==> src/rtl/mem_port_arbiter.sv <==
// Round-robin arbiter sharing one memory read port between two cache refill requesters.
// One transaction in flight; a response timeout aborts a transaction if the memory never answers.
module mem_port_arbiter #(
  parameter int ADDR_WIDTH     = 32,
  parameter int DATA_WIDTH     = 32,
  parameter int TIMEOUT_CYCLES = 255,
  parameter int TO_W           = $clog2(TIMEOUT_CYCLES + 2)
) (
  input  logic                  clk,
  input  logic                  rst_n,
  input  logic                  req0,
  input  logic [ADDR_WIDTH-1:0] addr0,
  output logic [DATA_WIDTH-1:0] rdata0,
  output logic                  rvalid0,
  input  logic                  req1,
  input  logic [ADDR_WIDTH-1:0] addr1,
  output logic [DATA_WIDTH-1:0] rdata1,
  output logic                  rvalid1,
  output logic                  mem_req,
  output logic [ADDR_WIDTH-1:0] mem_addr,
  input  logic [DATA_WIDTH-1:0] mem_rdata,
  input  logic                  mem_rvalid,
  output logic                  gnt0,
  output logic                  gnt1,
  output logic                  timeout_err
);

  typedef enum logic [1:0] {
    IDLE = 2'd0,
    BUSY = 2'd1,
    RESP = 2'd2
  } state_e;

  // Counter value seen on the last BUSY cycle before the abort fires.
  localparam logic [TO_W-1:0] TO_LAST =
    TO_W'((TIMEOUT_CYCLES == 0) ? 0 : TIMEOUT_CYCLES - 1);

  state_e                  state_q;
  logic                    owner_q;       // port holding the current transaction
  logic                    last_grant_q;  // port that most recently finished
  logic [TO_W-1:0]         cnt_q;
  logic                    mem_req_q;
  logic [ADDR_WIDTH-1:0]   mem_addr_q;
  logic                    gnt0_q;
  logic                    gnt1_q;
  logic [DATA_WIDTH-1:0]   rdata0_q;
  logic [DATA_WIDTH-1:0]   rdata1_q;
  logic                    rvalid0_q;
  logic                    rvalid1_q;
  logic                    timeout_err_q;

  logic grant_any;
  logic grant_sel;
  logic timeout_hit;
  logic owner_req;

  // NOTE: every signal written here is assigned on every pass, so no latch can be inferred.
  always_comb begin
    grant_any   = req0 | req1;
    // Port 1 wins when it is alone, or when both ask and port 0 went last.
    grant_sel   = req1 & (~req0 | ~last_grant_q);
    timeout_hit = (TIMEOUT_CYCLES != 0) && (cnt_q == TO_LAST);
    owner_req   = owner_q ? req1 : req0;
  end

  // NOTE: state uses non-blocking assignments so every register updates from pre-edge values.
  // NOTE: the data registers are reset too, because they drive outputs that must read 0 after reset.
  always_ff @(posedge clk or negedge rst_n) begin
    if (!rst_n) begin
      state_q       <= IDLE;
      owner_q       <= 1'b0;
      last_grant_q  <= 1'b1;
      cnt_q         <= '0;
      mem_req_q     <= 1'b0;
      mem_addr_q    <= '0;
      gnt0_q        <= 1'b0;
      gnt1_q        <= 1'b0;
      rdata0_q      <= '0;
      rdata1_q      <= '0;
      rvalid0_q     <= 1'b0;
      rvalid1_q     <= 1'b0;
      timeout_err_q <= 1'b0;
    end else begin
      case (state_q)
        IDLE: begin
          if (grant_any) begin
            owner_q    <= grant_sel;
            mem_addr_q <= grant_sel ? addr1 : addr0;
            gnt0_q     <= ~grant_sel;
            gnt1_q     <= grant_sel;
            mem_req_q  <= 1'b1;
            cnt_q      <= '0;
            state_q    <= BUSY;
          end
        end
        BUSY: begin
          cnt_q <= cnt_q + TO_W'(1);
          // A response arriving on the timeout cycle still counts as success.
          if (mem_rvalid) begin
            mem_req_q    <= 1'b0;
            last_grant_q <= owner_q;
            state_q      <= RESP;
            if (owner_q) begin
              rdata1_q  <= mem_rdata;
              rvalid1_q <= owner_req;
            end else begin
              rdata0_q  <= mem_rdata;
              rvalid0_q <= owner_req;
            end
          end else if (timeout_hit) begin
            mem_req_q     <= 1'b0;
            timeout_err_q <= 1'b1;
            last_grant_q  <= owner_q;
            state_q       <= RESP;
          end
        end
        RESP: begin
          rvalid0_q     <= 1'b0;
          rvalid1_q     <= 1'b0;
          timeout_err_q <= 1'b0;
          gnt0_q        <= 1'b0;
          gnt1_q        <= 1'b0;
          state_q       <= IDLE;
        end
        default: state_q <= IDLE;
      endcase
    end
  end

  assign mem_req     = mem_req_q;
  assign mem_addr    = mem_addr_q;
  assign gnt0        = gnt0_q;
  assign gnt1        = gnt1_q;
  assign rdata0      = rdata0_q;
  assign rdata1      = rdata1_q;
  assign rvalid0     = rvalid0_q;
  assign rvalid1     = rvalid1_q;
  assign timeout_err = timeout_err_q;

endmodule

==> config.mk <==
export PLATFORM = sky130hd
export DESIGN_NAME = mem_port_arbiter
export DESIGN_NICKNAME = d
export VERILOG_FILES = /design/src/rtl/mem_port_arbiter.sv
export SDC_FILE = /design/constraint.sdc
export NUM_CORES = 1
export LEC_CHECK = 0
export ABC_CLOCK_PERIOD_IN_PS = 2500
export BUFFER_PORTS_ARGS = -buffer_cell sky130_fd_sc_hd__buf_2
export CORE_MARGIN = 1
export CORE_UTILIZATION = 48
export CTS_BUF_LIST = sky130_fd_sc_hd__clkbuf_2
export DETAILED_ROUTE_END_ITERATION = 16
export PLACE_DENSITY = 0.8
export SYNTH_ARGS = -nofsm -noshare
export SYNTH_HDL_FRONTEND = slang
export SYNTH_SLANG_ARGS = --single-unit
==> constraint.sdc <==
create_clock -name clk -period 2.5 [get_ports clk]
set_clock_uncertainty 0.2 [all_clocks]
set_input_delay 0.5 -clock clk [delete_from_list [all_inputs] [get_ports clk]]
set_output_delay 0.5 -clock clk [all_outputs]
set_load 0.01 [all_outputs]
Yosys cells after proc, flatten, opt, wreduce, memory -nomap -nowiden. Index checks and enable logic that the tools add are counted.

Register bits after elaboration: 115. Input port bits: 101. Output and inout bits: 102. Word-level logic and storage cells: 74.

Add/subtract/negate cells: 1. Equal/unequal tests: 10. Muxes and demuxes: 27. Bitwise logic cells: 7. Reductions and logical operators: 16.

Operator list (number): 2-to-1 mux 32 bit (1); one-hot mux 9 bit (2 select lines) (1); AND reduction 3 bit (6); 2-to-1 mux 1 bit (14); inequality test 2 bit, second input constant (6); one-hot mux 1 bit (2 select lines) (6); AND reduction 2 bit (5); adder 9 x 1 -> 9 bit, second input constant (1); == test 9 x 8 -> 1 bit, second input constant (1); 2-to-1 mux 9 bit (1); nonzero test 2 bit (4); 2-to-1 mux 2 bit (3); inverter 1 bit (4); one-hot mux 2 bit (2 select lines) (1); inequality test 3 bit, second input constant (1); == test 2 x 1 -> 1 bit, second input constant (1); == test 2 bit, second input constant (1); zero test 2 bit (1); bitwise OR 1 bit (2); bitwise AND 1 bit (1).

Depth between registers and ports, before layout. Gate-level depths: netlist of the first run.

Depth after elaboration: 6. Depth in mapped cells: 7.

Worst setup path after synthesis of the first run. No wires, ideal clock.

Path kind: register to register. Start: reg state_q[0]. End: reg cnt_q[4]. Setup time: 0.078 ns. Arrival: 1.551 ns. Data required time: 2.222 ns. Path slack: 0.672 ns. Cell stages (with the launch flop): 7. Buffers on the path: 1. Period minus slack after synthesis: 1.828 ns. Path through: dfrtp_1 > inv_1 > ha_1 > buf_6 > nor3b_4 > or4_1 > a21oi_1.

Cells in the longest elaborated chain, start to end: 3. Elaborated cells between the ends (all ways): 6.

Ends and longest elaborated chain: from (decl) (RTL line 38) `state_e state_q;`; from (signal assigned) (RTL line 70) `state_q <= IDLE;`; from (signal assigned) (RTL line 93) `state_q <= BUSY;`; from (signal assigned) (RTL line 102) `state_q <= RESP;`; == test 2 x 1 -> 1 bit or zero test 2 bit (tied branches) (RTL line 84) `case (state_q)`; nonzero test 2 bit (no source line) or inequality test 2 bit (tied branches); AND reduction 2 bit (no source line); to (signal assigned) (RTL line 97) `cnt_q <= cnt_q + TO_W'(1);`; to (decl) (RTL line 41) `logic [TO_W-1:0] cnt_q;`.

Parallel ways exist; a longest one is shown, timed or not. A chain may end at the register's enable or synchronous reset.

Worst setup path in the final report of the first run.
Start: reg last_grant_q. End: reg mem_addr_q[0], in the netlist mem_addr[0].

Cells in the longest elaborated chain, start to end: 4.

Ends and longest elaborated chain: from (decl) (RTL line 40) `logic last_grant_q;`; from (signal assigned) (RTL line 101) `last_grant_q <= owner_q;`; from (signal assigned) (RTL line 113) `last_grant_q <= owner_q;`; inverter 1 bit (RTL line 61) `grant_sel = req1 & (~req0 | ~last_grant_q);`; bitwise OR 1 bit (RTL line 61); bitwise AND 1 bit (RTL line 61); 2-to-1 mux 32 bit (RTL line 88) `mem_addr_q <= grant_sel ? addr1 : addr0;`; to (signal assigned) (RTL line 88); to (decl) (RTL line 43) `logic [ADDR_WIDTH-1:0] mem_addr_q;`.

No other way between the ends.

==> results of run 1 <==
## routing by layer
metal / track usage [%] / part of all wire [%] / up-vias
met5: 0 / 0 / -
met4: 11.84 / 2.4 / 0
met3: 8.459 / 7.3 / 35
met2: 48.00 / 51 / 230
met1: 31.56 / 40 / 2133
li1: - / - / 2022
## through the flow
stage | setup WS [ns] | utilization (%) | power (W) | cell area (um^2) | cells
final | 0.2029 | 74.08 | 0.008029 | 7375 | 845
after detailed placement | 0.2278 | 62.08 | 0.006682 | 6180 | 715
after CTS | 0.2673 | 73.96 | 0.007975 | 7362 | 843
after global routing | 0.1290 | 74.08 | 0.008539 | 7375 | 845
after global placement | 0.2931 | 62.08 | 0.006482 | 6180 | 715
after floorplan | 0.6718 | - | 0.005270 | 5001 | 391
## synth_stat cells
library cell	instances
dfrtp_1	114
mux2_2	62
nand2_1	40
mux2i_1	36
o21ai_1	30
o21ai_0	12
clkbuf_1	8
a21oi_1	7
buf_2	7
ha_1	6
inv_1	6
nor2_1	6
buf_6	5
a22o_1	4
o211ai_1	4
o31ai_1	4
or4_1	4
mux2_1	3
nand2b_1	3
nand3_1	3
o21bai_1	3
and4b_1	2
nor2b_1	2
a211oi_1	1
a21boi_0	1
a21boi_2	1
and2b_1	1
and3_1	1
and4_2	1
buf_4	1
dfstp_2	1
nand4_1	1
nand4_4	1
nand4b_1	1
nor3b_4	1
nor4_1	1
nor4b_1	1
o2111ai_1	1
o211a_1	1
o21a_1	1
o21ai_2	1
o311ai_1	1
or3_2	1
## critical path, delay by kind of cell, from the launching register on
family / cells / cell delay [ns]
AO/OA/AOI/OAI: 2 / 0.38
buffers and inverters: 2 / 0.87
multiplexers: 1 / 0.26
flip-flops: 1 / 0.44
## worst min path at each step
stage / from / endpoint / cells after the start
2_1_floorplan: rst_n / cnt_q[0] / 0
3_3_place_gp: mem_addr[13] / mem_addr[13] / 2
3_5_place_dp: mem_addr[13] / mem_addr[13] / 2
4_1_cts: req1 / gnt1 / 4
5_1_grt: req0 / gnt1 / 4
6_report: mem_rvalid / timeout_err / 4
## state kept, by name, indices dropped and copies added (netlist names)
| name | count |
|---|---|
| gnt1 | 1 |
| mem_addr | 32 |
| last_grant_q | 1 |
| cnt_q | 9 |
| timeout_err | 1 |
| mem_req | 1 |
| state_q | 2 |
| rvalid0 | 1 |
| gnt0 | 1 |
| rdata0 | 32 |
| owner_q | 1 |
| rdata1 | 32 |
| rvalid1 | 1 |
## cell families (layout without fill, tap and decap cells)
kind of cell    after synthesis  count (layout)
buf+inv                      27             347
compound gates               72              72
flops                       115             115
mux                         101             101
fa+ha+maj                     6               6
other cells                   0               1
simple gates                 70              70
## cell type report
class / count / area [um^2] / share of cell area, %
Sequential cell: 115 / 2879 / 39.04
Timing Repair Buffer: 310 / 2107 / 28.57
Multi-Input combinational cell: 249 / 1986 / 26.93
Tap cell: 133 / 166.4 / 2.257
Clock inverter: 12 / 116.4 / 1.578
Clock buffer: 19 / 95.09 / 1.289
Inverter: 6 / 22.52 / 0.3054
Antenna cell: 1 / 2.502 / 0.03393
## power breakdown
| group | internal [W] | switching [W] |
|---|---|---|
| Combinational | 0.00175 | 0.00188 |
| Clock | 0.000445 | 0.000687 |
| Sequential | 0.00274 | 0.000524 |
| Total | 0.00494 | 0.00309 |
## what timing repair did
item / 4_1_cts / 5_1_grt
hold buffers: 97 / 1
hold endpoints to repair: 182 / 1
buffers inserted: 0 / 0
==> run metrics, run 1 <==
total track usage=27.68%; Synth Area in Compound Gates=8.656%; # IOs=between 200 and 250; unrepaired setup endpoints after global routing=false; initial antenna violation count=1; die area=10830 um^2; post-synthesis cell type count=43; Final Hold Viols=0; H-tree levels=4; first-pass GRT wire length=roughly 23000 um; WP data required=approximately 2.8 ns; CP max FO=29; final net count=roughly 810; vias in the first global route=between 4000 and 5000; vias per cell=5.231; # rows=36; R2R depth=5; Post-Syn Nets=about 500; CP endpoint=mem_addr[0]; WL per Instance=17.05 um; Critical Path Start=last_grant_q; die extent in y=~100 um; P&R area growth vs syn=47.46%; DR pass1 iterations=5; root buffer cell=clkbuf_2; Slew @ Worst Pin=1.037 ns; ratio of cells with drive above 1 in the final layout=43.60%; TritonCTS clock tree=built; PwrDens=between 1000 and 1500 nW/um^2; status=complete, no violations; fin crit share=between 90% and 100%; via count=~4400; Worst R2R End=mem_addr[0]; die width=about 100 um; starting density of the core=~50%; I/O Buffers=202; most frequent cells in the layout=buf_2, dfrtp_1, dlygate4sd3_1; Clock Path Buffers=2; clock sink total=115; CP peak stage delay=0.60 ns; synth top area cells=dfrtp_1, mux2_2, mux2i_1; post-CTS resize count=0; crit path capture type=flop; setup tns final=0 ns; Synth Area in Adders=under 10%; antenna-violating nets left=0; Post-Route WL=between 10000 and 15000 um; Worst Setup Start Kind=flop; Slew Limit Fails=0; Critical Path AT=2.57 ns; XOR/XNOR Fraction of Synth Area=0%; GR Overflow Total=0; Max Freq=approximately 440 MHz; CP Class=flop to flop; # fillers=about 640; Remaining DRCs=0; HP Class=primary input to flop; top cell type's share of synthesized area=between 50% and 60%; Iteration-0 DRC Markers=218; placed wire-length estimate=just under 9000 um; Core Region=around 10000 um^2; CP max-delay cell=dlygate4sd3_1; endpoints failing setup=0; Synth Area in Simple Gates=~7.4%; largest net degree at the start of global routing=47; Worst-Skew Late Latency=approximately 0.63 ns; largest family of logic cells by synthesized area=multiplexers; post-synthesis area per instance=between 10 and 15 um^2; Max Cap Viol=0; commonest non-fill, non-tap cell in the layout=buf_2; final hold slack=a little over 0.08 ns; critical-path cell list=a21boi_4, buf_12, mux2i_1, dlygate4sd3_1, o21ai_0; CTS clk-pin slew, worst paths=0.18 ns; Netlist Area Pre-Place=5001 um^2; flops & latches, synth=115; mux cell area share after synthesis=21.84%; CTS Buf Count=17; Warnings, synthesis=0; sequential fraction of the synthesis area=between 50% and 60%; area leader, netlist=dfrtp_1; GP Congestion=0.7721; Slew headroom=between 30% and 40%; post-layout min period=2.297 ns; Static Leak=between 3 and 4 nW; Max VDD drop=about 0.62 mV; Critical R2R Launch=last_grant_q; Mapped Cells=between 300 and 400; reg2reg setup slack=0.20 ns
Note: power is estimated with default switching activity, not from simulation.
==> run 2: changes to the inputs <==
Settings changed: CORE_MARGIN 1 to 10.
==> run metrics, run 2 (synthesis results as in run 1) <==
status=complete, no violations; placed wire-length estimate=approximately 10000 um; H-tree levels=4; total track usage=between 20 and 25%; Post-Route WL=approximately 16000 um; Slew headroom=approximately three fifths; metal2 WL=7854 um; CP max FO=25; starting density of the core=approximately half; Max Cap Viol=0; met3 WL=between 1500 and 2000 um; vias in the first global route=roughly 4900; GP Congestion=roughly 0.81; fin crit share=94.56%; endpoints failing setup=0; Final Hold Viols=0; Final WS setup=between 0.1 and 0.15 ns; Static Leak=approximately 3.6 nW; Worst-Skew Late Latency=approximately 0.63 ns; Worst Setup Start Kind=flop; die area=about 15000 um^2; Iteration-0 DRC Markers=between 300 and 400; post-layout min period=about 2.4 ns; area occupied by multi-input gates=between 1500 and 2000 um^2; largest net degree at the start of global routing=67; initial antenna violation count=2; CTS Buf Count=17; GR Overflow Total=0; clock sink total=between 100 and 150; commonest non-fill, non-tap cell in the layout=buf_2; most frequent cells in the layout=buf_2, dfrtp_1, dlygate4sd3_1; DR top layer=met4; CP Class=flop to flop; # Post-CTS Setup Buffers=0; PwrDens=roughly 1100 nW/um^2; # fillers=between 600 and 700; WP data required=about 2.8 ns; I/O Buffers=just over 200; # IOs=just over 200; first-pass GRT wire length=between 20000 and 30000 um; Critical Path AT=about 2.7 ns; WL per Instance=about 19 um; CTS clk-pin slew, worst paths=0.19 ns; via count=roughly 4400; DP Worst Slack=0.3397 ns; unrepaired setup endpoints after global routing=false; die extent in y=roughly 120 um; Remaining DRCs=0; setup tns final=0 ns; Slew @ Worst Pin=0.6148 ns; # rows=37; placed cell count=around 720; HP Class=primary input to asynchronous set/reset pin; Max VDD drop=around 0.55 mV; root buffer cell=clkbuf_2; DR pass1 iterations=4; Clock Path Buffers=2; Register Area=2879 um^2; die width=approximately 120 um; Max Freq=roughly 420 MHz; P&R area growth vs syn=48.24%; vias per cell=between 5 and 6; antenna-violating nets left=0; Core Region=about 10000 um^2; DRT met1 WL=between 6000 and 7000 um; Slew Limit Fails=0; final net count=slightly above 800; Final Non-Filler Cells=between 800 and 900; TritonCTS clock tree=built; ratio of cells with drive above 1 in the final layout=between 40% and 50%; crit path capture type=flop
==> run 2: power by group <==
part           internal [W]  leakage, nW  switching, W
combinational       0.00174         2.09       0.00198
clock              0.000555        0.144      0.000740
sequential          0.00274         1.40      0.000533
==> run 2: per-stage QoR <==
stage	utilization [%]	hold WS (ns)	power, W	instance area [um^2]
detailed placement	60.36	0.2409	0.006765	6176
global placement	60.36	0.2433	0.006580	6176
floorplan	-	0.004409	0.005270	5001
finish	72.46	0.1050	0.008296	7413
CTS	72.41	0.06769	0.008214	7408
global route	72.46	0.05311	0.008846	7413
==> run 2: per-layer routing <==
metal	global-route usage (%)	vias up
met5	0	-
met4	6.480	0
met3	9.852	21
met2	36.31	229
met1	24.60	2149
li1	-	2022
==> run 2: worst paths after layout <==
path	startpoint	slack, ns	end	cells after the start
max	last_grant_q	0.14	mem_addr[24]	5
min	rst_n	0.10	rdata1[22]	2
max reg2reg	last_grant_q	0.14	mem_addr[24]	5
min reg2reg	rdata0[14]	0.31	rdata0[14]	1
max in group asynchronous	rst_n	1.27	rdata1[9]	3
min in group clk	req1	0.19	cnt_q[7]	4
==> run 2: final cells by class <==
type | count | area share [%]
Sequential cell | 115 | 38.84
Antenna cell | 2 | 0.06751
Inverter | 6 | 0.3038
Multi-Input combinational cell | 249 | 26.78
Timing Repair Buffer | 309 | 28.32
Clock buffer | 18 | 1.215
Tap cell | 136 | 2.295
Clock inverter | 13 | 2.177
==> run 2: timing repair <==
| action | CTS | global route |
|---|---|---|
| hold buffers | 98 | 0 |
| endpoints found under the hold margin | 211 | 0 |
| resized for setup | 0 | 0 |
==> run 2: critical path, cell delays in order, from the launching register on <==
cell           delay, ns
dfstp_2             0.44
a21boi_4            0.40
buf_12              0.27
mux2i_1             0.25
dlygate4sd3_1       0.59
o21ai_1             0.07
==> run 3: changes to the inputs <==
Settings changed: ABC_CLOCK_PERIOD_IN_PS 2500 to 3000, CAP_MARGIN set to 30.
Clock period 2.5 ns to 3 ns, I/O delays scaled along.
==> run metrics, run 3 (synthesis results as in run 1) <==
Critical Path AT=roughly 2.7 ns; Iteration-0 DRC Markers=approximately 170; status=complete, no violations; commonest non-fill, non-tap cell in the layout=buf_2; Slew @ Worst Pin=~0.70 ns; placed wire-length estimate=10310 um; fin crit share=79.39%; Max Freq=~420 MHz; GP Congestion=0.8483; CP peak stage delay=0.69 ns; root buffer cell=clkbuf_2; vias in the first global route=approximately 4500; Clock Path Buffers=2; setup tns final=0 ns; I/O Buffers=202; fin area=7222 um^2; CP Class=flop to flop; final net count=about 780; vias per cell=slightly above 5; Max VDD drop=between 0.5 and 0.6 mV; crit path capture type=flop; Remaining DRCs=0; endpoints failing setup=0; antenna-violating nets left=0; PwrDens=approximately 950 nW/um^2; Max Cap Viol=0; unrepaired setup endpoints after global routing=false; Worst-Skew Late Latency=0.64 ns; die width=122.1 um; initial antenna violation count=1; Worst Setup Start Kind=flop; TritonCTS clock tree=built; P&R area growth vs syn=44.41%; CTS clk-pin slew, worst paths=0.19 ns; via count=approximately 4200; final hold slack=~0.045 ns; # hold bufs at CTS=75; HP Class=primary input to flop; CP max-delay cell=nor3b_4; clock sink total=115; WL per Instance=~18 um; post-layout min period=2.382 ns; total track usage=roughly a fifth; starting density of the core=roughly 49%; die area=14900 um^2; H-tree levels=4; DP Worst Slack=~0.64 ns; ratio of cells with drive above 1 in the final layout=about 45%; # Post-CTS Setup Buffers=0; Final Hold Viols=0; Post-Route WL=about 15000 um; largest net degree at the start of global routing=55; die extent in y=122.1 um; # IOs=between 200 and 250; WP data required=about 3.3 ns; Slew Limit Fails=0; critical-path cell list=inv_1, ha_1, nor3b_4, nand2b_1, o21ai_0; Placed Area=roughly 6100 um^2; first-pass GRT wire length=between 20000 and 25000 um; CTS Buf Count=17; DR pass1 iterations=4; most frequent cells in the layout=buf_2, dfrtp_1, dlygate4sd3_1; # rows=37; Slew headroom=53.09%; Final WS setup=~0.6 ns; Core Region=about 10000 um^2; GR Overflow Total=0; Static Leak=3.559 nW; CP max FO=19; post-CTS resize count=0
-- run 3: cell count changes in the layout (fill, tap and decap cells not counted) --
| cell | change |
|---|---|
| dlygate4sd3_1 | -20 |
| clkinv_4 | +2 |
| clkinvlp_4 | -2 |
| buf_12 | -1 |
| buf_4 | -1 |
| bufinv_16 | +1 |
| clkbuf_2 | -1 |
| clkinv_1 | -1 |
| clkinv_2 | -1 |
| diode_2 | -1 |
| inv_6 | +1 |
| inv_8 | +1 |
-- run 3: worst max-delay path: cells and delay by family (launching register included) --
family	cells	cell delay, ns
and+or+nand+nor	2	0.95
adders and majority gates	1	0.45
DFF	1	0.44
buffers and inverters	1	0.13
AOI/OAI and AO/OA	1	0.09
-- run 3: layout make-up --
class / count / area [um^2]
sequential: 115 / 2879
timing repair buffer: 287 / 1872
multi-input combinational: 249 / 1986
fill: 687 / 3009
inverter: 6 / 22.52
antenna: 1 / 2.502
tap: 136 / 170.2
clock inverter: 14 / 205.2
clock buffer: 17 / 85.08
-- run 3: routing by layer --
metal / share of wire, % / wire length [um] / GRT usage (%) / up-vias
met2: 48 / 7309 / 32.47 / 190
met1: 40 / 6020 / 22.78 / 2033
met3: 11 / 1665 / 9.158 / 17
met4: 1.2 / 183 / 5.670 / 0
met5: 0 / 0 / 0 / -
li1: - / - / - / 1980
-- run 3: worst paths after layout --
kind	depth (start not counted)	end	slack [ns]	from
max in group asynchronous	3	mem_addr[1]	1.63	rst_n
min reg2reg	2	mem_addr[26]	0.31	mem_addr[26]
max reg2reg	5	cnt_q[0]	0.62	state_q[1]
min	3	mem_addr[11]	0.04	addr0[11]
min in group asynchronous	2	rdata1[21]	0.20	rst_n
max	5	cnt_q[0]	0.62	state_q[1]
-- run 3: report_power, final --
| part | switching, W | total (W) | internal (W) |
|---|---|---|---|
| combinational | 0.00157 | 0.00297 | 0.00140 |
| clock | 0.000628 | 0.00119 | 0.000559 |
| sequential | 0.000425 | 0.00271 | 0.00228 |
| total | 0.00262 | 0.00687 | 0.00425 |
-- run 3: through the flow --
step | std cells | util [%] | total power (W)
floorplan | 391 | - | 0.004392
global placement | 715 | 60.10 | 0.005474
detailed placement | 715 | 60.10 | 0.005619
CTS | 821 | 70.27 | 0.006904
global route | 825 | 70.59 | 0.007334
finish | 825 | 70.59 | 0.006870
